--- src/rtl/dm_arbiter.sv ---
// rtl/dm_arbiter.sv - two-port data-memory arbiter with legality screening and registered responses
// Optional feature: DM_ARB_FIXED_PRIO_EN (port 0 always wins contention, port 1 starvation notice)
module dm_arbiter #(
  parameter logic [31:0] ADDR_LIMIT = 32'h0000_3000
) (
  input  logic        Clk,
  input  logic        Reset,
  input  logic        req0,
  input  logic        req1,
  input  logic        we0,
  input  logic        we1,
  input  logic [1:0]  wbh0,
  input  logic [1:0]  wbh1,
  input  logic [31:0] addr0,
  input  logic [31:0] addr1,
  input  logic [31:0] wdata0,
  input  logic [31:0] wdata1,
  input  logic [31:0] pc0,
  output logic        gnt0,
  output logic        gnt1,
  output logic        rvalid0,
  output logic        rvalid1,
  output logic [31:0] rdata0,
  output logic [31:0] rdata1,
  output logic        err0,
  output logic        err1,
  output logic [31:0] m_pc,
  output logic        m_we,
  output logic [1:0]  m_wbh,
  output logic [31:0] m_a,
  output logic [31:0] m_din,
  input  logic [31:0] m_dout
);

  logic        last_q, last_d;
  logic        rvalid0_q, rvalid0_d, rvalid1_q, rvalid1_d;
  logic        err0_q, err0_d, err1_q, err1_d;
  logic [31:0] rdata0_q, rdata0_d, rdata1_q, rdata1_d;
  logic [15:0] stall_cnt0_q, stall_cnt0_d, stall_cnt1_q, stall_cnt1_d;

  logic        win_valid, win1, illegal, legal;
  logic        sel_we;
  logic [1:0]  sel_wbh;
  logic [31:0] sel_addr, sel_wdata, sel_pc, load_data;

  // Pick the winner, screen its access and steer it onto the dm port
  always_comb begin
    win_valid = req0 | req1;
`ifdef DM_ARB_FIXED_PRIO_EN
    win1 = req1 & ~req0;
`else
    // Under contention the port that was not served most recently wins
    win1 = req1 & (~req0 | ~last_q);
`endif
    gnt0 = req0 & ~win1;
    gnt1 = win1;

    sel_we    = win1 ? we1    : we0;
    sel_wbh   = win1 ? wbh1   : wbh0;
    sel_addr  = win1 ? addr1  : addr0;
    sel_wdata = win1 ? wdata1 : wdata0;
    sel_pc    = win1 ? 32'h0000_0000 : pc0;

    illegal = (sel_wbh == 2'b11)
            | ((sel_wbh == 2'b00) & (sel_addr[1:0] != 2'b00))
            | ((sel_wbh == 2'b10) & sel_addr[0])
            | (sel_addr >= ADDR_LIMIT);
    legal   = win_valid & ~illegal;

    // Illegal or absent accesses present an idle bus so dm never sees a bad address
    m_we  = legal & sel_we & ~Reset;
    m_wbh = legal ? sel_wbh   : 2'b00;
    m_a   = legal ? sel_addr  : 32'h0;
    m_din = legal ? sel_wdata : 32'h0;
    m_pc  = legal ? sel_pc    : 32'h0;

    load_data = (legal & ~sel_we) ? m_dout : 32'h0;
  end

  // Next-state for round-robin pointer, response registers and stall counters
  always_comb begin
    last_d    = win_valid ? win1 : last_q;
    rvalid0_d = gnt0;
    rvalid1_d = gnt1;
    err0_d    = gnt0 & illegal;
    err1_d    = gnt1 & illegal;
    rdata0_d  = gnt0 ? load_data : rdata0_q;
    rdata1_d  = gnt1 ? load_data : rdata1_q;

    stall_cnt0_d = stall_cnt0_q;
    if (gnt0)
      stall_cnt0_d = 16'h0;
    else if (req0 && stall_cnt0_q != 16'hFFFF)
      stall_cnt0_d = stall_cnt0_q + 16'h1;

    stall_cnt1_d = stall_cnt1_q;
    if (gnt1)
      stall_cnt1_d = 16'h0;
    else if (req1 && stall_cnt1_q != 16'hFFFF)
      stall_cnt1_d = stall_cnt1_q + 16'h1;
  end

  // State registers; reset wins over any grant in the same cycle
  always_ff @(posedge Clk) begin
    if (Reset) begin
      last_q       <= 1'b1;
      rvalid0_q    <= 1'b0;
      rvalid1_q    <= 1'b0;
      err0_q       <= 1'b0;
      err1_q       <= 1'b0;
      rdata0_q     <= 32'h0;
      rdata1_q     <= 32'h0;
      stall_cnt0_q <= 16'h0;
      stall_cnt1_q <= 16'h0;
    end else begin
      last_q       <= last_d;
      rvalid0_q    <= rvalid0_d;
      rvalid1_q    <= rvalid1_d;
      err0_q       <= err0_d;
      err1_q       <= err1_d;
      rdata0_q     <= rdata0_d;
      rdata1_q     <= rdata1_d;
      stall_cnt0_q <= stall_cnt0_d;
      stall_cnt1_q <= stall_cnt1_d;
    end
  end

`ifdef DM_ARB_FIXED_PRIO_EN
  logic starved_q, starved_d;

  // Report port 1 starvation once per reset when its stall counter saturates
  always_comb begin
    starved_d = starved_q | (stall_cnt1_q == 16'hFFFF);
  end

  // Starvation notice register
  always_ff @(posedge Clk) begin
    if (Reset) begin
      starved_q <= 1'b0;
    end else begin
      if (!starved_q && stall_cnt1_q == 16'hFFFF)
        $display("dm_arbiter: port1 starved");
      starved_q <= starved_d;
    end
  end
`endif

  assign rvalid0 = rvalid0_q;
  assign rvalid1 = rvalid1_q;
  assign err0    = err0_q;
  assign err1    = err1_q;
  assign rdata0  = rdata0_q;
  assign rdata1  = rdata1_q;

endmodule

--- config.mk ---
export PLATFORM = sky130hd
export DESIGN_NAME = dm_arbiter
export DESIGN_NICKNAME = d
export VERILOG_FILES = /design/src/rtl/dm_arbiter.sv
export SDC_FILE = /design/constraint.sdc
export NUM_CORES = 1
export LEC_CHECK = 0
export ABC_AREA = 1
export CAP_MARGIN = 40
export CORE_AREA = 10 10 135 137
export CTS_BUF_LIST = sky130_fd_sc_hd__clkbuf_8
export CTS_CLUSTER_SIZE = 28
export DETAILED_ROUTE_END_ITERATION = 8
export DIE_AREA = 0 0 145 147
export PLACE_DENSITY_LB_ADDON = 0.05
export SLEW_MARGIN = 20
export SYNTH_ARGS = -nofsm -noshare
export SYNTH_HDL_FRONTEND = slang
export SYNTH_SLANG_ARGS = --single-unit
--- constraint.sdc ---
create_clock -name Clk -period 6.45 [get_ports Clk]
set_input_delay 1.6125 -clock Clk [delete_from_list [all_inputs] [get_ports Clk]]
set_output_delay 1.6125 -clock Clk [all_outputs]
set_load 0.02 [all_outputs]
Yosys cells after proc, flatten, opt, wreduce, memory -nomap -nowiden
Index checks and enable logic that the tools add are counted.

word-level totals
  bits in registers = 69
  input bits = 202
  output and inout port bits = 169
  word-level logic and storage cells = 43

operators by class
  order comparisons = 1
  eq/ne operators = 2
  muxes and demuxes = 10
  bitwise logic cells = 21
  reduce and logical (&&, ||, !) cells = 2

operators by type and width
  operator                                                              number
  two-way mux 32 bit                                                    7
  greater-or-equal comparator 32 x 14 -> 1 bit (second input constant)  1
  AND 1 bit                                                             10
  inverter 1 bit                                                        6
  OR 1 bit                                                              5
  == test 2 bit (second input constant)                                 2
  two-way mux 2 bit                                                     2
  zero test 2 bit                                                       1
  nonzero test 2 bit                                                    1
  two-way mux 1 bit                                                     1

Depth between registers and ports, before layout
Gate-level depths: netlist (run 1).

  depth after elaboration = 13
  depth in mapped cells = 13
  gate-level depth less buffers = 12

Worst setup path before layout (run 1)
OpenSTA, ideal clock, no wires.

  path kind = input to output
  start = in req0
  end = out m_din[10]
  arrival = 3177 ps
  required time = 4838 ps
  slack = 1660 ps
  stages = 12
  buffers on the path = 3
  path through = nand2_2 -> buf_6 -> buf_6 -> nand3b_1 -> nand2_1 -> nand2_1 -> nor2_1 -> nand3_1 -> nor2_4 -> nand2_4 -> buf_2 -> a21oi_1

on the way
  longest elaborated chain between the ends = 12
  elaborated cells on any way between the ends = 20
  classes of those cells = order compare (1); eq/ne (2); mux (4); bitwise (11); reduce/logical (2)

RTL lines
  what                                                                                                   RTL line  source
  start: declaration                                                                                     8         input logic req0,
  parallel branches: the longest is 11 deep, another holds greater-or-equal comparator 32 x 14 -> 1 bit  --
  two-way mux 32 bit (*)                                                                                 74        m_din = legal ? sel_wdata : 32'h0;
  end: declaration                                                                                       31        output logic [31:0] m_din,

Mark *: on every way between the ends.

Final worst setup path (run 1)
  start = in req1
  end = out m_a[8]

on the way
  longest elaborated chain between the ends = 10
  elaborated cells on any way between the ends = 17
  classes of those cells = order compare (1); eq/ne (2); mux (3); bitwise (9); reduce/logical (2)

RTL lines
  what                                                                                                  RTL line  source
  start: declaration                                                                                    9         input logic req1,
  parallel branches: the longest is 9 deep, another holds greater-or-equal comparator 32 x 14 -> 1 bit  --
  two-way mux 32 bit (*)                                                                                73        m_a = legal ? sel_addr : 32'h0;
  end: declaration                                                                                      30        output logic [31:0] m_a,

Marks and branches as above.

==> key figures, run 1 <==
Setup path
  – Maximum fanout along the worst path: 26
  – Worst R2R Path Depth: 7
  – Worst reg2reg endpoint: rdata1[31]
  – Slowest library cell on the worst path: sky130_fd_sc_hd__clkdlybuf4s50_1
  – Highest cell delay on the worst timing path: 0.70 ns
  – Setup slack of the most critical reg-to-reg path: slightly below 4 ns
  – Cell breakdown of the critical path: clkdlybuf4s50_1 -> buf_4 -> nand3b_1 -> nand2_1 -> nand2_1 -> nor2_1 -> nand3_1 -> nor2_4 -> nand2_4 -> buf_4 -> a21oi_1 -> clkdlybuf4s50_1
  – Worst EP arrival: approximately 4.5 ns
  – Setup CP Type: input pin to primary output
  – Setup crit start kind: input pin
  – Data required time of the worst path: 4.84 ns
  – Startpoint of the worst register-to-register path: last_q
  – Kind of capture point of the worst setup path: primary output

Timing
  – Slew at the pin closest to its max-slew limit: slightly above 0.7 ns
  – Highest attainable clock frequency: around 160 MHz
  – RSZ-0062 raised after global routing: no
  – Final period utilization: roughly 95%
  – Hold Fails Final Rpt: 0
  – Worst clock skew: around 0.0055 ns
  – Fin. max-slew vios: 0
  – Setup-violating endpoint count in the final report: 0
  – Clock period minus worst slack: 6.16 ns
  – Sum Neg Setup Slack: 0 ns
  – Max-slew headroom: ~53%

Die
  – Die ar.: around 21000 µm²
  – Effective utilization at floorplan: a little over a quarter
  – Total core area: 15600 µm²
  – Die height: ~150 µm
  – # IOs: 371
  – Die width: roughly 150 µm
  – Std-Cell Rows: 46

Logic synthesis
  – Distinct cell type count of the synthesized netlist: 25
  – Ranking of synthesized cells by area: sky130_fd_sc_hd__dfxtp_1, sky130_fd_sc_hd__nand2_1, sky130_fd_sc_hd__a21oi_1, sky130_fd_sc_hd__nand4_2, sky130_fd_sc_hd__o21ai_0
  – Proportion of register bits with asynchronous set or reset after synthesis: 0%
  – Post-synth EDFFs: 0
  – Most used standard cell by instance count after synthesis: sky130_fd_sc_hd__nand2_1
  – Cell count after synthesis: between 600 and 700
  – Average footprint of a synthesized cell: ~6.8 µm²
  – Sequential cell area fraction in the yosys report: 32.6%
  – Library cell occupying the most area in the post-synthesis netlist: sky130_fd_sc_hd__dfxtp_1
  – Top post-synthesis cells by count: sky130_fd_sc_hd__nand2_1, sky130_fd_sc_hd__a21oi_1, sky130_fd_sc_hd__dfxtp_1, sky130_fd_sc_hd__o21ai_0, sky130_fd_sc_hd__nor2_1
  – Area share of the largest cell type after synthesis: around a third
  – Most instantiated flip-flop cell in the synthesis netlist: sky130_fd_sc_hd__dfxtp_1
  – Yosys warnings: 0
  – Synth Register Bits: between 60 and 70
  – Total standard cell area after synthesis: 4240 µm²

Pwr
  – Power per unit of standard cell area: around 150 nW/µm²
  – Max VDD drop: about 0.13 mV
  – Leakage power of the design: 3.08 nW
  – Total chip power: 1.20 mW

Clock network
  – TritonCTS clock tree: yes
  – Post-CTS Repair Setup Buffers: 0
  – Number of clock sinks seen by CTS: just under 70
  – H-tree depth: 3
  – Count of hold-fix buffers inserted at cts: 0
  – Clk Tree Root Cell: sky130_fd_sc_hd__clkbuf_8
  – Cts bufs inserted: 9
  – Post-cts resize count: 0
  – Worst-case clock buffer depth: 2
  – Clock edge transition at the registers on the reported setup and hold paths: about 0.07 ns
  – Worst skew pair latency: roughly 0.34 ns

Cells and area
  – Utilization after layout: 51.4%
  – Final #Nets: ~1.1k
  – Register area: ~1400 µm²
  – Number of filler cells placed in the layout: approximately 1.5k
  – Number of standard cells in the layout, taps in and fillers out: about 1.2k
  – Fraction of layout cells with a size suffix above 1: under 10%
  – Multi-input logic area: between 2000 and 2500 µm²
  – Post-synthesis to final-layout area growth: 89.2%

Route
  – Detail Route Antenna Nets: 0
  – Overall routed net length: around 23 mm
  – Total number of vias: 5408
  – Violation count after the first detailed-route iteration: 212
  – Per-cell routed wire length: slightly below 20 µm
  – Detail-routed via count per cell: 4.65
  – DRC: 0
  – Pre-antenna DRT Iters: 4

Global routing
  – GRT overflow: 0
  – Global-route wire length before repair: about 34 mm
  – Total GRT Usage: 20.3%
  – Number of antenna violations at the first check in global routing: 2
  – Maximum number of pins on one net before global-route repair: 66
  – Vias in the first global route: about 5.3k

Worst hold path
  – Tightest Hold Check Type: flop to flop
  – Beginning of the worst hold path: last_q
  – Instance count along the most critical hold path: 2
  – End point of the worst hold path: last_q

Placement
  – Number of buffer cells added on primary ports: around 350
  – Detailed placement HPWL: roughly 18 mm
  – Number of placed instances with taps included: 1147
  – Final RePlAce weighted congestion: around 0.89

Run status
  – Outcome: finished, final reports clean

Job
  – Maxcap violations: 0
[layout by cell type, fill, tap and decap left out, drive strengths merged]
cell / netlist / final
a21oi: 111 / 111
buf: 44 / 15
bufinv: 0 / 1
clkbuf: 32 / 11
clkdlybuf4s50: 0 / 351
clkinv: 0 / 3
clkinvlp: 0 / 1
conb: 1 / 18
dfxtp: 69 / 69
diode: 0 / 2
inv: 17 / 16
mux2i: 1 / 1
nand2: 179 / 179
nand3: 12 / 12
nand3b: 9 / 9
nand4: 32 / 32
nor2: 45 / 45
nor3: 3 / 3
o21ai: 68 / 68
or2: 1 / 1
[worst max-delay path by stage]
stage | start | end | slack (ns) | cells past startpoint
final | req1 | m_a[8] | 0.29 | 12
after global routing | req1 | m_a[3] | 0.04 | 12
after detailed placement | req0 | m_a[8] | 0.29 | 13
after floorplan | req0 | m_din[10] | 1.66 | 12
after CTS | req0 | m_a[8] | 0.28 | 13
after global placement | req0 | m_a[3] | 0.35 | 13
[critical path, delay by kind of cell]
kind | cells | cell delay [ns]
AOI/OAI and AO/OA | 1 | 0.17
and+or+nand+nor | 7 | 0.82
buffers and inverters | 4 | 1.93
[stage by stage]
stage	hold slack (ns)	area (µm²)	setup slack (ns)
finish	0.496	8020	0.294
global route	0.508	8020	0.0439
CTS	0.497	8000	0.278
detailed placement	0.481	7800	0.291
global placement	0.481	7800	0.349
floorplan	0.463	4300	1.66
[report_power, final]
group	total, mW	switching [mW]	internal, mW
sequential	0.467	0.0129	0.454
clock	0.353	0.156	0.196
combinational	0.377	0.185	0.192
[final cells by class]
| class | count | share of cell area (%) |
|---|---|---|
| antenna | 2 | 0.0624 |
| tap | 216 | 3.37 |
| clock inverter | 4 | 0.593 |
| sequential | 69 | 17.2 |
| timing repair buffer | 366 | 45.4 |
| clock buffer | 11 | 1.89 |
| multi-input combinational | 479 | 30.6 |
| inverter | 17 | 0.812 |
[registers in the layout, summed over array words and instances (netlist names)]
name	count
err0	1
err1	1
last_q	1
rdata0	32
rdata1	32
rvalid0	1
rvalid1	1
[metal layers]
layer | vias to the layer above | GRT usage, % | wire [µm]
li1 | 2685 | - | -
met1 | 2507 | 22.2 | 9000
met2 | 203 | 36.7 | 11900
met3 | 13 | 6.88 | 1890
met4 | 0 | 5.11 | 324
met5 | - | 0 | 0
[cells by family after synthesis]
logic type             after synthesis  share of synthesized area [%]
flip-flops                          69                           32.6
other                                1                         0.0885
multiplexers                         1                          0.236
AO/OA/AOI/OAI                      179                           22.7
AND/OR/NAND/NOR                    281                           32.8
buffers and inverters               93                           11.6
Power figures use the tool's default switching activity.
==> run 2: changes to the inputs <==
- CAP_MARGIN: 40 -> not set
- PLACE_DENSITY: not set -> 0.8
- PLACE_DENSITY_LB_ADDON: 0.05 -> not set
==> run 2 against run 1 <==
Against the previous run: register-to-register slack worse by 0.17 ns; clock skew decreased by 0.0014 ns; sequential power barely moved; routed wire length shrank 6.2%; die area did not move; global-route usage is 1.3 points lower; fmax is 1.4% higher; sequential cell count is the same; largest power group unchanged.
==> key figures, run 2 (synthesized netlist as in run 1, its figures left out) <==
Clock network
  – Cts bufs inserted: 9 (unchanged)
  – Number of clock sinks seen by CTS: 69 (unchanged)
  – Post-CTS Repair Setup Buffers: 0 (unchanged)
  – Count of hold-fix buffers inserted at cts: 0 (unchanged)
  – Clk Tree Root Cell: sky130_fd_sc_hd__clkbuf_8
  – TritonCTS clock tree: yes
  – Worst-case clock buffer depth: 2 (unchanged)
  – H-tree depth: 3 (unchanged)
  – Clock edge transition at the registers on the reported setup and hold paths: 0.07 ns (about the same)
  – Post-cts resize count: 0 (unchanged)
  – Worst skew pair latency: 0.34 ns (about the same)

Route
  – Per-cell routed wire length: 18.7 µm (-5.9%)
  – Overall routed net length: 21.7 mm (-6.2%)
  – Violation count after the first detailed-route iteration: 185 (-13%)
  – Total number of vias: 5378 (-0.55%)
  – Pre-antenna DRT Iters: 4 (unchanged)
  – DRC: 0 (unchanged)
  – Detail-routed via count per cell: 4.63 (-0.30%)
  – Detail Route Antenna Nets: 0 (unchanged)

Die
  – Die width: 145 µm (unchanged)
  – Die height: 147 µm (unchanged)
  – # IOs: 371 (unchanged)
  – Effective utilization at floorplan: 27.2% (unchanged)
  – Total core area: 15600 µm² (unchanged)
  – Std-Cell Rows: 46 (unchanged)
  – Die ar.: 21300 µm² (unchanged)

Cells and area
  – Post-route cell area: 8040 µm² (+0.27%)
  – # diodes: 0 (-2)
  – Most frequent cells in the layout: sky130_fd_sc_hd__clkdlybuf4s50_1, sky130_fd_sc_hd__nand2_1, sky130_fd_sc_hd__a21oi_1
  – Number of standard cells in the layout, taps in and fillers out: 1161 (-0.26%)
  – Fraction of layout cells with a size suffix above 1: 8.47% (-0.31 points)
  – Post-synthesis to final-layout area growth: 89.7%
  – Final #Nets: 1142 (-0.17%)
  – Most common cell after layout, fill and taps aside: sky130_fd_sc_hd__clkdlybuf4s50_1

Timing
  – PnR worst setup slack: 0.380 ns (+0.0861 ns)
  – RSZ-0062 raised after global routing: no
  – Setup-violating endpoint count in the final report: 0 (unchanged)
  – Worst clock skew: 0.00411 ns (-0.00140 ns)
  – Clock period minus worst slack: 6.07 ns (-0.0861 ns)
  – Sum Neg Setup Slack: 0 ns (unchanged)
  – Final hold slack: 0.501 ns (+0.00526 ns)
  – Hold Fails Final Rpt: 0 (unchanged)
  – Slew at the pin closest to its max-slew limit: 0.735 ns (+0.0275 ns)
  – Highest attainable clock frequency: 165 MHz (+1.4%)
  – Fin. max-slew vios: 0 (unchanged)
  – Max-slew headroom: 51.0% (-1.8 points)
  – Final period utilization: 94.1% (-1.3 points)

Global routing
  – Global routing usage on met3: 7.31% (+0.43 points)
  – Global-route wire length before repair: 32.7 mm (-4.5%)
  – Met1 track demand over resource: 22.1% (-0.16 points)
  – Number of antenna violations at the first check in global routing: 0 (-2)
  – Global-route met2 utilization: 32.3% (-4.4 points)
  – Maximum number of pins on one net before global-route repair: 82 (+24%)
  – Vias in the first global route: 5251 (-1.6%)
  – Top Usage Layer GRT: met2
  – Total GRT Usage: 19.0% (-1.3 points)
  – GRT overflow: 0 (unchanged)

Placement
  – Number of buffer cells added on primary ports: 352 (unchanged)
  – Final RePlAce weighted congestion: 0.901 (+0.94%)
  – Number of placed instances with taps included: 1145 (-0.17%)
  – Detailed placement HPWL: 16.8 mm (-8.1%)
  – Pre-CTS setup slack: 0.421 ns (+0.129 ns)
  – Cell area reported after detailed placement: 7790 µm² (-0.18%)

Run status
  – Outcome: finished, final reports clean

Worst hold path
  – Tightest Hold Check Type: flop to flop
  – Instance count along the most critical hold path: 2 (unchanged)
  – Beginning of the worst hold path: last_q
  – End point of the worst hold path: last_q

Setup path
  – Startpoint of the worst register-to-register path: last_q
  – Setup crit start kind: input pin
  – Cell breakdown of the critical path: clkdlybuf4s50_1 -> nand2_2 -> nand2_4 -> nand2_1 -> o21ai_1 -> nand2_1 -> nand2_1 -> nand2_1 -> nor2_4 -> nand2_4 -> buf_12 -> a21oi_1 -> clkdlybuf4s50_1
  – Maximum fanout along the worst path: 81 (+210%)
  – Setup CP Type: input pin to primary output
  – Worst R2R Path Depth: 7 (unchanged)
  – Highest cell delay on the worst timing path: 0.70 ns (about the same)
  – Slowest library cell on the worst path: sky130_fd_sc_hd__clkdlybuf4s50_1
  – Setup slack of the most critical reg-to-reg path: 3.77 ns (-0.17 ns)
  – Kind of capture point of the worst setup path: primary output
  – Critical path's most frequent cell: sky130_fd_sc_hd__nand2_1
  – Data required time of the worst path: 4.84 ns (about the same)
  – Worst reg2reg endpoint: rdata0[31]
  – Worst EP arrival: 4.46 ns (-0.08 ns)

Pwr
  – Power per unit of standard cell area: 159 nW/µm² (+6.4%)
  – Leakage power of the design: 3.09 nW (+0.47%)
  – Max VDD drop: 0.187 mV (+45%)

Job
  – Maxcap violations: 0 (unchanged)
## run 2: worst max-delay path: cells and delay by family
kind | cells | cell delay (ns)
AOI/OAI and AO/OA | 2 | 0.36
and+or+nand+nor | 8 | 0.98
buffers and inverters | 3 | 1.42
## run 2: final cells by class
class	count	area (µm²)
clock buffer	10	138
clock inverter	6	110
fill	1454	7560
inverter	17	63.8
multi-input combinational	479	2450
sequential	69	1380
tap	216	270
timing repair buffer	364	3630
## run 2: how the worst max path moves through the flow
| stage | start | end | slack, ns |
|---|---|---|---|
| floorplan | req0 | m_din[10] | 1.66 |
| global placement | req0 | m_a[6] | 0.46 |
| detailed placement | req0 | m_a[6] | 0.42 |
| CTS | req0 | m_a[6] | 0.42 |
| global route | req0 | m_a[6] | 0.20 |
| finish | req0 | m_a[6] | 0.38 |
## run 2: stage by stage
step,util [%],power (mW)
6_report,51.5,1.28
5_1_grt,51.5,1.34
4_1_cts,51.5,1.28
3_5_place_dp,49.9,0.850
3_3_place_gp,49.9,0.846
2_1_floorplan,-,0.644
## run 2: power by group
group | switching, mW | internal (mW) | total [mW]
combinational | 0.184 | 0.191 | 0.375
clock | 0.168 | 0.267 | 0.435
sequential | 0.0127 | 0.454 | 0.467
## run 2: layer usage
metal / wire (µm) / part of all wire, % / vias up
li1: - / - / 2671
met5: 0 / 0 / -
met1: 8690 / 40 / 2445
met2: 10500 / 48 / 240
met4: 306 / 1.4 / 0
met3: 2200 / 10 / 22
==> RTL edit 1 (flow settings as in run 2) <==
Build with the macro `DM_ARB_FIXED_PRIO_EN` defined.
--- a/src/rtl/dm_arbiter.sv
+++ b/src/rtl/dm_arbiter.sv
@@ -1,5 +1,7 @@
 // rtl/dm_arbiter.sv - two-port data-memory arbiter with legality screening and registered responses
 // Optional feature: DM_ARB_FIXED_PRIO_EN (port 0 always wins contention, port 1 starvation notice)
+`define DM_ARB_FIXED_PRIO_EN
+
 module dm_arbiter #(
   parameter logic [31:0] ADDR_LIMIT = 32'h0000_3000
 ) (
Check against the original RTL: not equivalent (a bounded check fails within 4 cycles, from zero or initial values and one cycle with Reset high).
==> RTL edit 1 against run 2 <==
- sequential cell count down 1
- wire length is 5.2% lower
- worst hold slack improved by 0.043 ns
- largest cell class unchanged
- non-clock buffer count up 4
- final area decreased by 2.4%
- first-iteration DRC count is 48% higher
- critical path depth decreased by 1
- power decreased by 5.1%
- setup slack got worse by 0.12 ns
- synthesized area fell by 7.3%
- sequential share of layout area is 0.18 points higher
==> RTL edit 1: results (changes against run 2) <==
Hold path
  • Source of the worst hold timing path: rdata1[8]$_SDFFE_PP0N_ (was last_q$_SDFFE_PP1P_)

Final layout
  • Clk tree area frac: 3.18% (was 3.08%)
  • Layout Cells excl Fill: 1,173 (was 1,161)
  • Layout cells sized above 1: 5.25% (was 8.47%)
  • Multi-input combinational area share: 26.5% (was 30.5%)
  • Fillers: 1,489 (was 1,454)
  • Antenna Cells: 4 (was 0)
  • Buffers excl. clock: 368 (was 364)
  • Number of multi-input logic gates: 445 (was 479)

Placed design
  • Setup WS pre-CTS: 0.271 ns (was 0.421 ns)
  • DP Wirelength: 16,600 um (was 16,800 um)
  • Global placement routability congestion: 0.890 (was 0.901)

Synthesis
  • Post-synth top cells: 155 x nand2_1, 101 x a21oi_1, 68 x dfxtp_1 (was 176 x nand2_1, 94 x a21oi_1, 69 x dfxtp_1)
  • Mux share of post-synthesis cell area: 0.255% (was 0.236%)
  • Synth unique cells: 22 (was 25)
  • Sequential area share after synthesis: 34.7% (was 32.6%)

Global routing
  • Largest net degree at the start of global routing: 67 (was 82)
  • GRT met2 Usage: 31.6% (was 32.3%)
  • Grt met3 use: 6.36% (was 7.31%)
  • GRT met1 Usage: 20.0% (was 22.1%)

Worst setup path
  • CP Launch Point: req1 (was req0)
  • Max incr delay on CP: 0.65 ns (was 0.70 ns)
  • R2R Path End: rdata1[6]$_SDFFE_PP0N_ (was rdata0[31]$_SDFFE_PP0P_)
  • R2r worst-path depth: 2 (was 7)
  • WP data arrival: 4.57 ns (was 4.46 ns)
  • Worst R2R Setup Slack: 5.72 ns (was 3.77 ns)
  • R2R Path Start: rdata1[6]$_SDFFE_PP0N_ (was last_q$_SDFFE_PP1P_)
  • Worst-path fanout max: 37 (was 81)

Outcome
  • Status: completed (unchanged)

Power and ir drop
  • VDD IR max: 186 uV (was 187 uV)

Drt
  • Initial drt markers: 273 (was 185)
  • Met2 WL: 10,300 um (was 10,500 um)

STA
  • Fin Clk Skew: 0 ns (was 0.00411 ns)
==> RTL edit 1: changes by cell type after synthesis, moves of 3 or more <==
| cell | change |
|---|---|
| nand4_1 | +28 |
| buf_2 | -5 |
| inv_1 | +38 |
| clkbuf_1 | +8 |
| nand4_2 | -28 |
| nand2_1 | -21 |
| a21oi_2 | -7 |
| a21oi_1 | +7 |
| nand3b_1 | -8 |
| buf_6 | -4 |
| buf_4 | -3 |
==> RTL edit 1: logic make-up (layout without fill, tap and decap cells) <==
group	after synthesis	in the layout
other	1	22
buffers and inverters	126	440
multiplexers	1	1
flip-flops	68	68
AND/OR/NAND/NOR	247	247
AO/OA/AOI/OAI	179	179
==> RTL edit 1: report_power, final <==
part	total, uW	switching (uW)	internal (uW)
registers	452	10.4	442
clock network	439	171	267
logic	320	146	175
total	1210	327	884
==> RTL edit 1: worst min-delay path, cell delays in order, from the launching register on <==
cell and delay [ns]:
dfxtp_1 0.32, o21ai_0 0.08, a21oi_1 0.10
==> RTL edit 2 (settings of run 2) <==
Without the edit above. Take the reset off `rdata0_q` and `rdata1_q` and load them in a clocked block of their own.
--- a/src/rtl/dm_arbiter.sv
+++ b/src/rtl/dm_arbiter.sv
@@ -108,8 +108,6 @@
       rvalid1_q    <= 1'b0;
       err0_q       <= 1'b0;
       err1_q       <= 1'b0;
-      rdata0_q     <= 32'h0;
-      rdata1_q     <= 32'h0;
       stall_cnt0_q <= 16'h0;
       stall_cnt1_q <= 16'h0;
     end else begin
@@ -118,11 +116,14 @@
       rvalid1_q    <= rvalid1_d;
       err0_q       <= err0_d;
       err1_q       <= err1_d;
-      rdata0_q     <= rdata0_d;
-      rdata1_q     <= rdata1_d;
       stall_cnt0_q <= stall_cnt0_d;
       stall_cnt1_q <= stall_cnt1_d;
     end
+  end
+
+  always_ff @(posedge Clk) begin
+    rdata0_q <= rdata0_d;
+    rdata1_q <= rdata1_d;
   end
 
 `ifdef DM_ARB_FIXED_PRIO_EN
Behaviour: not the same (Yosys sat finds a counterexample within 4 cycles, from zero or initial values and one cycle with Reset high).
==> RTL edit 2 against run 2 <==
- via count is 15% lower
- clock skew about the same
- wire length decreased by 9.9%
- synthesized area shrank 7.1%
- sequential cell count is the same
- setup slack gained 0.013 ns
- global-route usage decreased by 1.7 points
- maximum frequency up 0.21%
- final area is 2.0% lower
- power fell by 10%
- count of clock-buffer cells in the layout fell by 1
==> RTL edit 2: results (changes against run 2) <==
Outcome
  • Status: completed (unchanged)

Worst setup path
  • WP data arrival: 4.44 ns (was 4.46 ns)
  • R2r worst-path depth: 10 (was 7)
  • Worst R2R Setup Slack: 3.70 ns (was 3.77 ns)
  • R2R Path Start: last_q$_SDFFE_PP1P_ (unchanged)
  • Worst Setup EP: m_din[17] (was m_a[6])

Synthesis
  • Post-synth top cells: 184 x nand2_1, 81 x nor2_1, 64 x edfxtp_1 (was 176 x nand2_1, 94 x a21oi_1, 69 x dfxtp_1)
  • Number of synthesized flops with an enable pin: 64 (was 0)
  • Mux share of post-synthesis cell area: 0.254% (was 0.236%)
  • Syn Inst Count: 513 (was 624)
  • Synth Warn #: 0 (unchanged)
  • Primary FF master, synth: edfxtp_1 (was dfxtp_1)
  • Synth unique cells: 21 (was 25)

Power and ir drop
  • VDD IR max: 91.0 uV (was 187 uV)
  • Lkg Pwr: 0.00328 uW (was 0.00309 uW)
  • Comb power: 301 uW (was 375 uW)
  • Reg power frac: 45.0% (was 36.6%)
  • Gate power share: 26.2% (was 29.4%)
  • Net Sw Frac: 25.6% (was 28.5%)

Global routing
  • GRT met2 Usage: 30.9% (was 32.3%)
  • Largest net degree at the start of global routing: 68 (was 82)
  • Grt met3 use: 9.34% (was 7.31%)
  • Vias in the first global route: 4,702 (was 5,251)
  • Global-route wire length before repair: 28,900 um (was 32,700 um)
  • Gr usage total: 17.3% (was 19.0%)
  • GRT met1 Usage: 17.3% (was 22.1%)

Clocking
  • Clk buf depth: 2 (unchanged)
  • TritonCTS Buffers: 9 (unchanged)

Placed design
  • Placed cells: 1,058 (was 1,145)
  • Setup WS pre-CTS: 0.401 ns (was 0.421 ns)
  • Global placement routability congestion: 0.888 (was 0.901)
  • DP Wirelength: 16,300 um (was 16,800 um)
  • Post-DP Area: 7680 um^2 (was 7790 um^2)

Drt
  • Met3 routed WL: 2410 um (was 2200 um)
  • Met1 WL: 6820 um (was 8690 um)
  • Initial drt markers: 209 (was 185)
  • Detailed-route vias per instance: 4.24 (was 4.63)
  • Met2 WL: 10,000 um (was 10,500 um)
  • Total routed wirelength: 19,500 um (was 21,700 um)

STA
  • Max_slew headroom: 57.7% (was 51.0%)
  • Fin Clk Skew: 0.00389 ns (was 0.00411 ns)
  • Final min period: 6.06 ns (was 6.07 ns)
RTL edit 2: cell types whose count changed in the layout (fill, tap and decap cells not counted), sizes merged, moves of 11 or more:
cell / before / now
nand4: 32 / 1
inv: 19 / 57
edfxtp: 0 / 64
dfxtp: 69 / 5
clkdlybuf4s50: 352 / 341
a21oi: 111 / 45
nor2: 45 / 82
o21ai: 68 / 0
RTL edit 2: worst max-delay path, cell delays in order:
cell	delay, ns
clkdlybuf4s50_1	0.50
nand2_1	0.11
nand2_4	0.32
nand2_1	0.09
nand2_1	0.13
nand2_1	0.06
a21boi_1	0.13
nor2_1	0.19
nand3_2	0.14
buf_12	0.22
a21oi_1	0.22
clkdlybuf4s50_1	0.66
RTL edit 2: area by class of cell:
class                      count  area [um^2]
clock buffer                   9          124
multi-input combinational    357         1510
antenna                        1         2.50
clock inverter                 7         66.3
timing repair buffer         361         3680
sequential                    69         2020
inverter                      55          206
tap                          216          270
fill                        1447         7720
